## src/rtl/control_unit.sv

```systemverilog
// rtl/control_unit.sv - hardwired multi-cycle control sequencer driving every Datapath control input
// Fetch T0-T2, decode ir, then per-opcode execute steps; outputs are a decode of state_q and ir.
module control_unit #(
  parameter int OP_W  = 5,
  parameter int ALU_W = 4
) (
  input  logic             clk,
  input  logic             clr,
  input  logic [31:0]      ir,
  input  logic             con_ff,
  input  logic             stop,
  output logic             run,
  output logic             pc_out,
  output logic             zlo_out,
  output logic             zhi_out,
  output logic             hi_out,
  output logic             lo_out,
  output logic             mdr_out,
  output logic             c_sign_extended_out,
  output logic             ba_out,
  output logic             r_out,
  output logic             mar_enable,
  output logic             z_enable,
  output logic             pc_enable,
  output logic             mdr_enable,
  output logic             ir_enable,
  output logic             y_enable,
  output logic             lo_enable,
  output logic             hi_enable,
  output logic             r_in,
  output logic             con_enable,
  output logic             read,
  output logic             ram_write,
  output logic             pc_increment,
  output logic             gra,
  output logic             grb,
  output logic             grc,
  output logic [ALU_W-1:0] alu_op
);

  typedef enum logic [3:0] {
    S_RST, S_T0, S_T1, S_T2, S_T3, S_T4, S_T5, S_T6, S_T7, S_HALT
  } state_t;

  localparam logic [OP_W-1:0] OP_LD   = OP_W'(5'b00000);
  localparam logic [OP_W-1:0] OP_LDI  = OP_W'(5'b00001);
  localparam logic [OP_W-1:0] OP_ST   = OP_W'(5'b00010);
  localparam logic [OP_W-1:0] OP_ADD  = OP_W'(5'b00011);
  localparam logic [OP_W-1:0] OP_SUB  = OP_W'(5'b00100);
  localparam logic [OP_W-1:0] OP_AND  = OP_W'(5'b00101);
  localparam logic [OP_W-1:0] OP_OR   = OP_W'(5'b00110);
  localparam logic [OP_W-1:0] OP_ADDI = OP_W'(5'b01100);
  localparam logic [OP_W-1:0] OP_ANDI = OP_W'(5'b01101);
  localparam logic [OP_W-1:0] OP_ORI  = OP_W'(5'b01110);
  localparam logic [OP_W-1:0] OP_BR   = OP_W'(5'b10010);
  localparam logic [OP_W-1:0] OP_HALT = OP_W'(5'b11011);

  localparam logic [ALU_W-1:0] ALU_ADD = ALU_W'(0);
  localparam logic [ALU_W-1:0] ALU_SUB = ALU_W'(1);
  localparam logic [ALU_W-1:0] ALU_AND = ALU_W'(2);
  localparam logic [ALU_W-1:0] ALU_OR  = ALU_W'(3);

  state_t state_q, state_d;

  logic [OP_W-1:0]  opcode;
  logic             ir_unused;
  logic             is_ld, is_ldi, is_st, is_reg, is_imm, is_br, is_halt, is_nop;
  logic             last_step;
  logic [ALU_W-1:0] alu_sel;

  assign opcode    = ir[31 -: OP_W];
  assign ir_unused = ^ir[31-OP_W:0];

  // Opcode classes; anything unrecognised (including the nop encoding) falls through as nop.
  always_comb begin
    is_ld   = 1'b0;
    is_ldi  = 1'b0;
    is_st   = 1'b0;
    is_reg  = 1'b0;
    is_imm  = 1'b0;
    is_br   = 1'b0;
    is_halt = 1'b0;
    alu_sel = ALU_ADD;
    case (opcode)
      OP_LD:   is_ld = 1'b1;
      OP_LDI:  is_ldi = 1'b1;
      OP_ST:   is_st = 1'b1;
      OP_ADD:  is_reg = 1'b1;
      OP_SUB:  begin is_reg = 1'b1; alu_sel = ALU_SUB; end
      OP_AND:  begin is_reg = 1'b1; alu_sel = ALU_AND; end
      OP_OR:   begin is_reg = 1'b1; alu_sel = ALU_OR;  end
      OP_ADDI: is_imm = 1'b1;
      OP_ANDI: begin is_imm = 1'b1; alu_sel = ALU_AND; end
      OP_ORI:  begin is_imm = 1'b1; alu_sel = ALU_OR;  end
      OP_BR:   is_br = 1'b1;
      OP_HALT: is_halt = 1'b1;
      default: ;
    endcase
  end

  assign is_nop = ~(is_ld | is_ldi | is_st | is_reg | is_imm | is_br | is_halt);

  always_comb begin
    state_d   = state_q;
    last_step = 1'b0;
    case (state_q)
      S_RST: state_d = S_T0;
      S_T0:  state_d = S_T1;
      S_T1:  state_d = S_T2;
      S_T2:  state_d = S_T3;
      S_T3: begin
        if (is_halt)     state_d = S_HALT;
        else if (is_nop) last_step = 1'b1;
        else             state_d = S_T4;
      end
      S_T4: state_d = S_T5;
      S_T5: begin
        if (is_ld | is_st | is_br) state_d = S_T6;
        else                       last_step = 1'b1;
      end
      S_T6: begin
        if (is_br) last_step = 1'b1;
        else       state_d = S_T7;
      end
      S_T7:   last_step = 1'b1;
      S_HALT: state_d = S_HALT;
      default: state_d = S_RST;
    endcase
    // stop only matters at an instruction boundary
    if (last_step) state_d = stop ? S_HALT : S_T0;
  end

  always_ff @(posedge clk or posedge clr) begin
    if (clr) state_q <= S_RST;
    else     state_q <= state_d;
  end

  assign run       = (state_q != S_RST) && (state_q != S_HALT);
  assign zhi_out   = 1'b0;
  assign hi_out    = 1'b0;
  assign lo_out    = 1'b0;
  assign lo_enable = 1'b0;
  assign hi_enable = 1'b0;

  always_comb begin
    pc_out = 1'b0; zlo_out = 1'b0; mdr_out = 1'b0; c_sign_extended_out = 1'b0;
    ba_out = 1'b0; r_out = 1'b0; mar_enable = 1'b0; z_enable = 1'b0;
    pc_enable = 1'b0; mdr_enable = 1'b0; ir_enable = 1'b0; y_enable = 1'b0;
    r_in = 1'b0; con_enable = 1'b0; read = 1'b0; ram_write = 1'b0;
    pc_increment = 1'b0; gra = 1'b0; grb = 1'b0; grc = 1'b0;
    alu_op = ALU_ADD;
    case (state_q)
      S_T0: begin pc_out = 1'b1; mar_enable = 1'b1; pc_increment = 1'b1; z_enable = 1'b1; end
      S_T1: begin zlo_out = 1'b1; pc_enable = 1'b1; read = 1'b1; mdr_enable = 1'b1; end
      S_T2: begin mdr_out = 1'b1; ir_enable = 1'b1; end
      S_T3: begin
        if (is_ld | is_ldi | is_st) begin grb = 1'b1; ba_out = 1'b1; y_enable = 1'b1; end
        if (is_reg | is_imm)        begin grb = 1'b1; r_out = 1'b1; y_enable = 1'b1; end
        if (is_br)                  begin gra = 1'b1; r_out = 1'b1; con_enable = 1'b1; end
      end
      S_T4: begin
        if (is_ld | is_ldi | is_st) begin c_sign_extended_out = 1'b1; z_enable = 1'b1; end
        if (is_imm) begin c_sign_extended_out = 1'b1; z_enable = 1'b1; alu_op = alu_sel; end
        if (is_reg) begin grc = 1'b1; r_out = 1'b1; z_enable = 1'b1; alu_op = alu_sel; end
        if (is_br)  begin pc_out = 1'b1; y_enable = 1'b1; end
      end
      S_T5: begin
        if (is_ldi | is_reg | is_imm) begin zlo_out = 1'b1; gra = 1'b1; r_in = 1'b1; end
        if (is_ld | is_st)            begin zlo_out = 1'b1; mar_enable = 1'b1; end
        if (is_br)                    begin c_sign_extended_out = 1'b1; z_enable = 1'b1; end
      end
      S_T6: begin
        if (is_ld)           begin read = 1'b1; mdr_enable = 1'b1; end
        if (is_st)           begin gra = 1'b1; r_out = 1'b1; mdr_enable = 1'b1; end
        if (is_br && con_ff) begin zlo_out = 1'b1; pc_enable = 1'b1; end
      end
      S_T7: begin
        if (is_ld) begin mdr_out = 1'b1; gra = 1'b1; r_in = 1'b1; end
        if (is_st) ram_write = 1'b1;
      end
      default: ;
    endcase
  end

endmodule

```

## config.mk

```make
export PLATFORM = sky130hd
export DESIGN_NAME = control_unit
export DESIGN_NICKNAME = d
export VERILOG_FILES = /design/src/rtl/control_unit.sv
export SDC_FILE = /design/constraint.sdc
export NUM_CORES = 1
export LEC_CHECK = 0
export BUFFER_PORTS_ARGS = -buffer_cell sky130_fd_sc_hd__buf_2
export CAP_MARGIN = 20
export CORE_ASPECT_RATIO = 0.8
export CORE_UTILIZATION = 35
export DETAILED_ROUTE_END_ITERATION = 6
export HOLD_SLACK_MARGIN = 0.08
export PLACE_DENSITY = 0.83
export SLEW_MARGIN = 20
export SYNTH_ARGS = -nofsm -noshare
export SYNTH_HDL_FRONTEND = slang
export SYNTH_SLANG_ARGS = --single-unit
```

## constraint.sdc

```tcl
create_clock -name clk -period 1.45 [get_ports clk]
set_input_delay 0.0725 -clock clk [delete_from_list [all_inputs] [get_ports clk]]
set_output_delay 0.0725 -clock clk [all_outputs]
set_load 0.005 [all_outputs]
```

After elaboration in Yosys (flattened, before gate mapping). Index checks and enable logic that the tools add are counted. W data, S select, Z words.

Eq/ne operators: 25. Multiplexer cells: 57. Bitwise logic cells: 11. Reductions and logical operators: 10.

Operator list (count): $pmux W4 S10 (1); $mux W4 (9); $mux W1 (32); $pmux W1 S2 (9); $eq A4 B3 Y1 const B (4); $eq A5 B3 Y1 const B (3); $eq A5 B4 Y1 const B (3); $or A1 B1 Y1 (11); $eq A5 B2 Y1 const B (2); $eq A5 B5 Y1 const B (2); $pmux W1 S3 (3); $eq A4 B2 Y1 const B (2); $eq A4 B4 Y1 const B (2); $ne A4 B4 Y1 const B (2); $pmux W1 S4 (2); $ne A3 B3 Y1 const B (2); $pmux W2 S3 (1); $eq A5 B1 Y1 const B (1); $logic_not A5 Y1 (1); $eq A4 B1 Y1 const B (1); $logic_not A4 Y1 (1); $reduce_and A4 Y1 (1); $reduce_bool A4 Y1 (1); $reduce_or A2 Y1 (2); other kinds (4) (5).

Bits in registers: 4. Input port bits: 36. Output and inout bits: 30. Logic and storage cells: 104.

Longest topological paths before layout. Gate-level depths: netlist (run 1).

Depth in word-level cells: 13. Depth in mapped cells: 6.

Worst setup path before layout (run 1). No wires, ideal clock.

Kind: register -> output. Start point: register state_q[0]. End point: output mdr_out. Arrival time: 1.521 ns. Setup slack: -0.143 ns. Stages on the path, launching flop included: 5. Path buffers: 1. Path through: dfrtp_1 buf_6 or4b_4 or4_1 o21ai_0.

Word-level cells in the longest chain between the ends: 2. Elaborated cells on any way between the ends: 3.

Ends and longest elaborated chain: from (decl) (RTL line 63) `state_t state_q, state_d;`; from (signal assigned) (RTL line 135) `else state_q <= state_d;`; $eq A4 B4 Y1 / $eq A4 B2 Y1 (equally long branches) (RTL line 152) `case (state_q)`; $pmux W1 S2 * (RTL line 152); to (decl) (RTL line 18) `output logic mdr_out,`.

Every way passes the cells marked *; elsewhere a longest branch is shown, timed or not.

Worst setup path in the final report (run 1).
Start point: register state_q[1]. End point: output gra.

Word-level cells in the longest chain between the ends: 2. Elaborated cells on any way between the ends: 5.

Ends and longest elaborated chain: $eq A4 B4 Y1 / $eq A4 B3 Y1 (equally long branches) (RTL line 152); $pmux W1 S4 * (RTL line 152); to (decl) (RTL line 35) `output logic gra,`.

Marks and branches as above.

==> flow_summary.ini, run 1 <==
[global_route]
grt-ovfl-total = 0
grt_usage = 0.240
grt_max_degree = 11
grt_pass1_vias = 1025
grt_pass1_wl_mm = 4.67
antenna_found_initial = 0

[sta]
setup_ws_ns = -0.511
hold_viol_final = 0
fmax_mhz = 510
worst_hold_slack_ns = 0.0955
rsz0062_at_grt = true
min_period_ns = 1.96
finalSetupViolCount = 27
fin_skew_ns = 0.000750
post-route-period-util = 1.35
maxSlewViolCount = 0
finalSetupTns_ns = -8.45

[floorplanning]
start_util = 0.376
die-area_um2 = 2540
io_pins = 66
die_height_um = 45.3
core-area_um2 = 2180
fp-row-count = 15
fp.dieW_um = 56.1

[drt]
ant_nets = 0
via_per_inst = 5.60
wl_met2_mm = 1.71
first_pass_iters = 4
drt-initial-drc-count = 28
wl_per_cell_um = 16.4
routed-wl-met3_um = 213
drt_drc_violations_left = 0
finalWirelength_mm = 3.27
num_vias = 1114
wl_met1_mm = 1.25
top_layer_used = met4

[worst_hold_path]
hold_path.class = input pin to register

[synthesis]
synth_cells = 117
yosysSeqAreaShare = 0.122
synth.largest_area_cell = dfrtp_1
netlist_area_um2 = 820
synth-xor-area-share = 0.0427
synth.avg_cell_area_um2 = 7.00
ys_top_cells_by_area = dfrtp_1 (12%), buf_4 (7.3%), nand2_1 (6.0%), nor3_1 (5.5%), nor2_1 (5.0%)
synth_cell_type_count = 44
synth_top_family_by_area = simple AND/OR/NAND/NOR gates
synth-seq-cells = 4
yosys.area_share.adder = 0
synth_mux_area_frac = 0
ys_warn_count = 0
synth-compound-area-share = 0.232
yosys.area.top_type_share = 0.122
synthSimpleGateAreaFrac = 0.449

[clock_network]
clkSinkCount = 4
clk_pin_slew_ns = 0.04
cts-root-buf = clkbuf_4
h-tree-depth = 1
max-clock-path-buffers = 2
cts_tree = done
clkLatencyLatePin_ns = 0.24
cts_buffers = 3

[setup_path]
critPathSlowestCell = or4b_4
slowest_delay_ns = 0.57
cp.required_ns = 1.38
path_max_fanout = 4
path_class = register to primary output
crit_chain = or4b_4 -> nor2_1 -> a31oi_1 -> o32ai_2 -> or3b_1 -> buf_2
cp-end-kind = primary output
cp.arrival_ns = 1.89
worstSetupStartpointType = register

[final_layout]
nNetsFinal = 212
fill_cells = 161
top_regs = state_q (4)
antenna_cells = 0
largest_register = state_q
largest_reg_flops = 4
drive_gt1_frac = 0.644
layout_common_cells = buf_2 (29), buf_4 (21), buf_6 (13)
mostFrequentLayoutCell = buf_2
syn_to_final_growth_pct = 80.6

[pwr]
leakage_nw = 0.712
p_total_mw = 2.21
p_per_area_nw_per_um2 = 1490
peakVddDrop_uv = 1130

[run_status]
status = complete, but fails checks
violations = setup timing

[place]
dp_hpwl_mm = 2.09
globalplace.congestion = 0.925
place.port_buffers = 31

[job]
max_cap_viol_count = 0
-- cell families after synthesis --
group,count (synthesis)
flip-flops,4
AO/OA/AOI/OAI,24
buffers and inverters,19
AND/OR/NAND/NOR,65
XOR/XNOR,4
other,1
-- metrics by stage --
| step | setup WS (ns) | instances | util | area, µm² |
|---|---|---|---|---|
| finish | -0.511 | 199 | 0.680 | 1480 |
| global route | -0.607 | 199 | 0.680 | 1480 |
| CTS | -0.459 | 193 | 0.609 | 1330 |
| detailed placement | -0.298 | 185 | 0.502 | 1090 |
| global placement | -0.207 | 185 | 0.502 | 1090 |
| floorplan | -0.133 | 123 | - | 848 |
-- critical path, delay by kind of cell, from the launching register on --
kind,cells,cell delay (ns)
DFF,1,0.40
AOI/OAI and AO/OA,2,0.30
and+or+nand+nor,3,0.84
buffers and inverters,1,0.10
-- Yosys cell counts, drive strengths merged --
master,n
a211oi,2
a21bo,1
a21o,2
a21oi,4
a2bb2o,1
a2bb2oi,1
a31oi,1
and3,1
buf,15
clkbuf,2
conb,1
dfrtp,4
inv,2
nand2,14
nand2b,3
nand3,3
nand3b,2
nor2,11
nor2b,4
nor3,10
nor3b,3
nor4b,1
o211a,1
o21a,1
o21ai,5
o21bai,1
o22ai,1
o311a,1
o31ai,1
o32ai,1
or2,3
or3,5
or3b,1
or4,3
or4b,1
xnor2,2
xor2,2
-- where the power goes --
part           switching (mW)  total [mW]  internal [mW]
clock network          0.0487       0.141         0.0927
logic                   0.895        1.85          0.960
registers              0.0524       0.215          0.163
total                   0.996        2.21           1.22
-- cell type report --
cell class	instances	area, µm²	share of cell area
multi-input combinational	100	845	0.571
timing repair buffer	65	474	0.320
sequential	4	100	0.0676
tap	25	31.3	0.0211
clock buffer	3	22.5	0.0152
inverter	2	7.51	0.00507
-- final timing paths --
kind	endpoint	slack [ns]	cells past startpoint	start
max	gra	-0.51	6	state_q[1]
min	state_q[3]	0.1	2	stop
max reg2reg	state_q[1]	-0.43	9	state_q[0]
min reg2reg	state_q[2]	0.68	2	state_q[3]
max in group asynchronous	state_q[2]	1.03	3	clr
min in group asynchronous	state_q[0]	0.26	3	clr
-- routing by layer --
metal | global-route usage | up-vias
met5 | 0 | -
met1 | 0.269 | 522
li1 | - | 521
met2 | 0.493 | 61
met3 | 0.0143 | 10
met4 | 0.0780 | 0
-- what timing repair did --
action	CTS	global route
hold buffers	1	0
hold endpoints to repair	4	0
gates resized for setup	41	25
buffers inserted	6	8
setup endpoints to repair	25	27
pin swaps	10	17
Power figures use the tool's default switching activity.
==> run 2, diff against run 1 <==
--- a/config.mk
+++ b/config.mk
@@ -5,13 +5,15 @@
 export SDC_FILE = /design/constraint.sdc
 export NUM_CORES = 1
 export LEC_CHECK = 0
+export ABC_AREA = 1
 export BUFFER_PORTS_ARGS = -buffer_cell sky130_fd_sc_hd__buf_2
 export CAP_MARGIN = 20
 export CORE_ASPECT_RATIO = 0.8
-export CORE_UTILIZATION = 35
+export CORE_UTILIZATION = 33
 export DETAILED_ROUTE_END_ITERATION = 6
 export HOLD_SLACK_MARGIN = 0.08
-export PLACE_DENSITY = 0.83
+export PLACE_DENSITY = 0.82
+export SKIP_CTS_REPAIR_TIMING = 1
 export SLEW_MARGIN = 20
 export SYNTH_ARGS = -nofsm -noshare
 export SYNTH_HDL_FRONTEND = slang
==> flow_summary.ini, run 2 <==
[floorplanning]
start_util = 0.372
fp-row-count = 14
die_height_um = 44.2
die-area_um2 = 2420
io_pins = 66
core-area_um2 = 1980
fp.dieW_um = 54.8

[worst_hold_path]
hold_path.class = input pin to async pin

[setup_path]
cp.arrival_ns = 1.47
worstSetupStartpointType = register
r2r_end = state_q[3]
cp.required_ns = 1.38
path_class = register to primary output
r2r-start = state_q[3]
cp-end-kind = primary output
reg2reg_depth = 9
ff2ff_setup_slack_ns = 0.11
path_max_fanout = 4

[sta]
worst_hold_slack_ns = 0.262
fmax_mhz = 648
finalSetupTns_ns = -0.585
finalSetupViolCount = 10
setup_ws_ns = -0.0929
hold_viol_final = 0
rsz0062_at_grt = true
maxSlewViolCount = 0
min_period_ns = 1.54
post-route-period-util = 1.06
fin_skew_ns = 0.00344

[pwr]
leakage_nw = 0.653
peakVddDrop_uv = 824
p_per_area_nw_per_um2 = 1200

[synthesis]
ys.flop_type = dfrtp_1
netlist_area_um2 = 736
synth.largest_area_cell = nand2_1
async_flop_share = 1.00
synth_cell_type_count = 24
ys_top_cells_by_area = nand2_1 (18%), dfrtp_1 (14%), nand3_1 (10%), inv_1 (9.2%), nor2_1 (8.2%)
synth_edf_count = 0
yosys.area.top_type_share = 0.179
ys_warn_count = 0
synth-seq-cells = 4
synth.avg_cell_area_um2 = 5.62
post-synth-top-count-cell = nand2_1
ys_top_cells_by_count = nand2_1 (35), inv_1 (18), nor2_1 (16)
yosysSeqAreaShare = 0.136
synth_cells = 131

[global_route]
grt_max_degree = 9
grt_pass1_vias = 705
grt-ovfl-total = 0
grt_usage = 0.169
grt_pass1_wl_mm = 2.99
antenna_found_initial = 0

[final_layout]
mostFrequentLayoutCell = nand2_1
syn_to_final_growth_pct = 44.7
layout_common_cells = nand2_1 (32), buf_2 (31), inv_1 (13), nor2_1 (13), nand3_1 (13)
nNetsFinal = 213
final-instance-count-excl-fill = 199
largest_register = state_q
stdcell_area_um2 = 1060
drive_gt1_frac = 0.440
largest_reg_flops = 4
antenna_cells = 0
top_regs = state_q (4)

[drt]
via_per_inst = 4.92
ant_nets = 0
first_pass_iters = 4
drt_drc_violations_left = 0
drt-initial-drc-count = 40
finalWirelength_mm = 2.20
num_vias = 980
wl_per_cell_um = 11.1

[place]
dpl_worst_slack_ns = 0.0752
place.port_buffers = 31
globalplace.congestion = 0.931
placedCellCount = 187
dp_hpwl_mm = 1.65
placed_area_um2 = 906

[clock_network]
cts-root-buf = clkbuf_4
clk_pin_slew_ns = 0.04
h-tree-depth = 1
cts_buffers = 3
max-clock-path-buffers = 2
cts_tree = done
clkSinkCount = 4
clkLatencyLatePin_ns = 0.23

[run_status]
violations = setup timing
status = complete, but fails checks

[job]
max_cap_viol_count = 0
[run 2: worst max-delay path by stage]
stage	startpoint	to
floorplan	state_q[0]	state_q[3]
global placement	state_q[3]	read
detailed placement	state_q[3]	read
CTS	state_q[3]	read
global route	state_q[1]	gra
finish	state_q[3]	read
[run 2: final cells by class]
cell class | instances | area [µm²]
clock buffers | 3 | 22.5
fillers | 200 | 915
inverters | 25 | 96.3
multi-input cells | 101 | 572
flip-flops and latches | 4 | 101
well taps | 24 | 30.0
repair buffers | 42 | 243
[run 2: critical path, cell delays in order, from the launching register on]
cell	delay (ns)
dfrtp_1	0.38
inv_2	0.10
nand2_4	0.08
nor3_4	0.21
inv_2	0.08
nor2_4	0.11
inv_2	0.04
o21ai_1	0.11
buf_2	0.12
[run 2: metrics by stage]
stage	util	power [mW]
2_1_floorplan	-	0.716
3_3_place_gp	0.458	0.970
3_5_place_dp	0.458	0.974
4_1_cts	0.469	1.12
5_1_grt	0.538	1.41
6_report	0.538	1.28
[run 2: report_power, final]
| group | total (mW) | switching, mW | internal (mW) |
|---|---|---|---|
| logic | 0.937 | 0.568 | 0.369 |
| registers | 0.210 | 0.0476 | 0.163 |
| clock network | 0.135 | 0.0428 | 0.0924 |
| total | 1.28 | 0.658 | 0.624 |
[run 2: cells by family (layout without fill, tap and decap cells)]
family | count (synthesis) | count (layout) | share of synthesized area
buffers and inverters | 32 | 70 | 0.199
other | 1 | 7 | 0.00510
flip-flops | 4 | 4 | 0.136
AND/OR/NAND/NOR | 82 | 82 | 0.565
AO/OA/AOI/OAI | 12 | 12 | 0.0952
[run 2: layer usage]
layer / global-route usage / part of all wire / up-vias
met3: 0.0309 / 0.11 / 2
met2: 0.234 / 0.45 / 63
met4: 0.0154 / 0.0059 / 0
li1: - / - / 489
met1: 0.274 / 0.43 / 426
met5: 0 / 0 / -
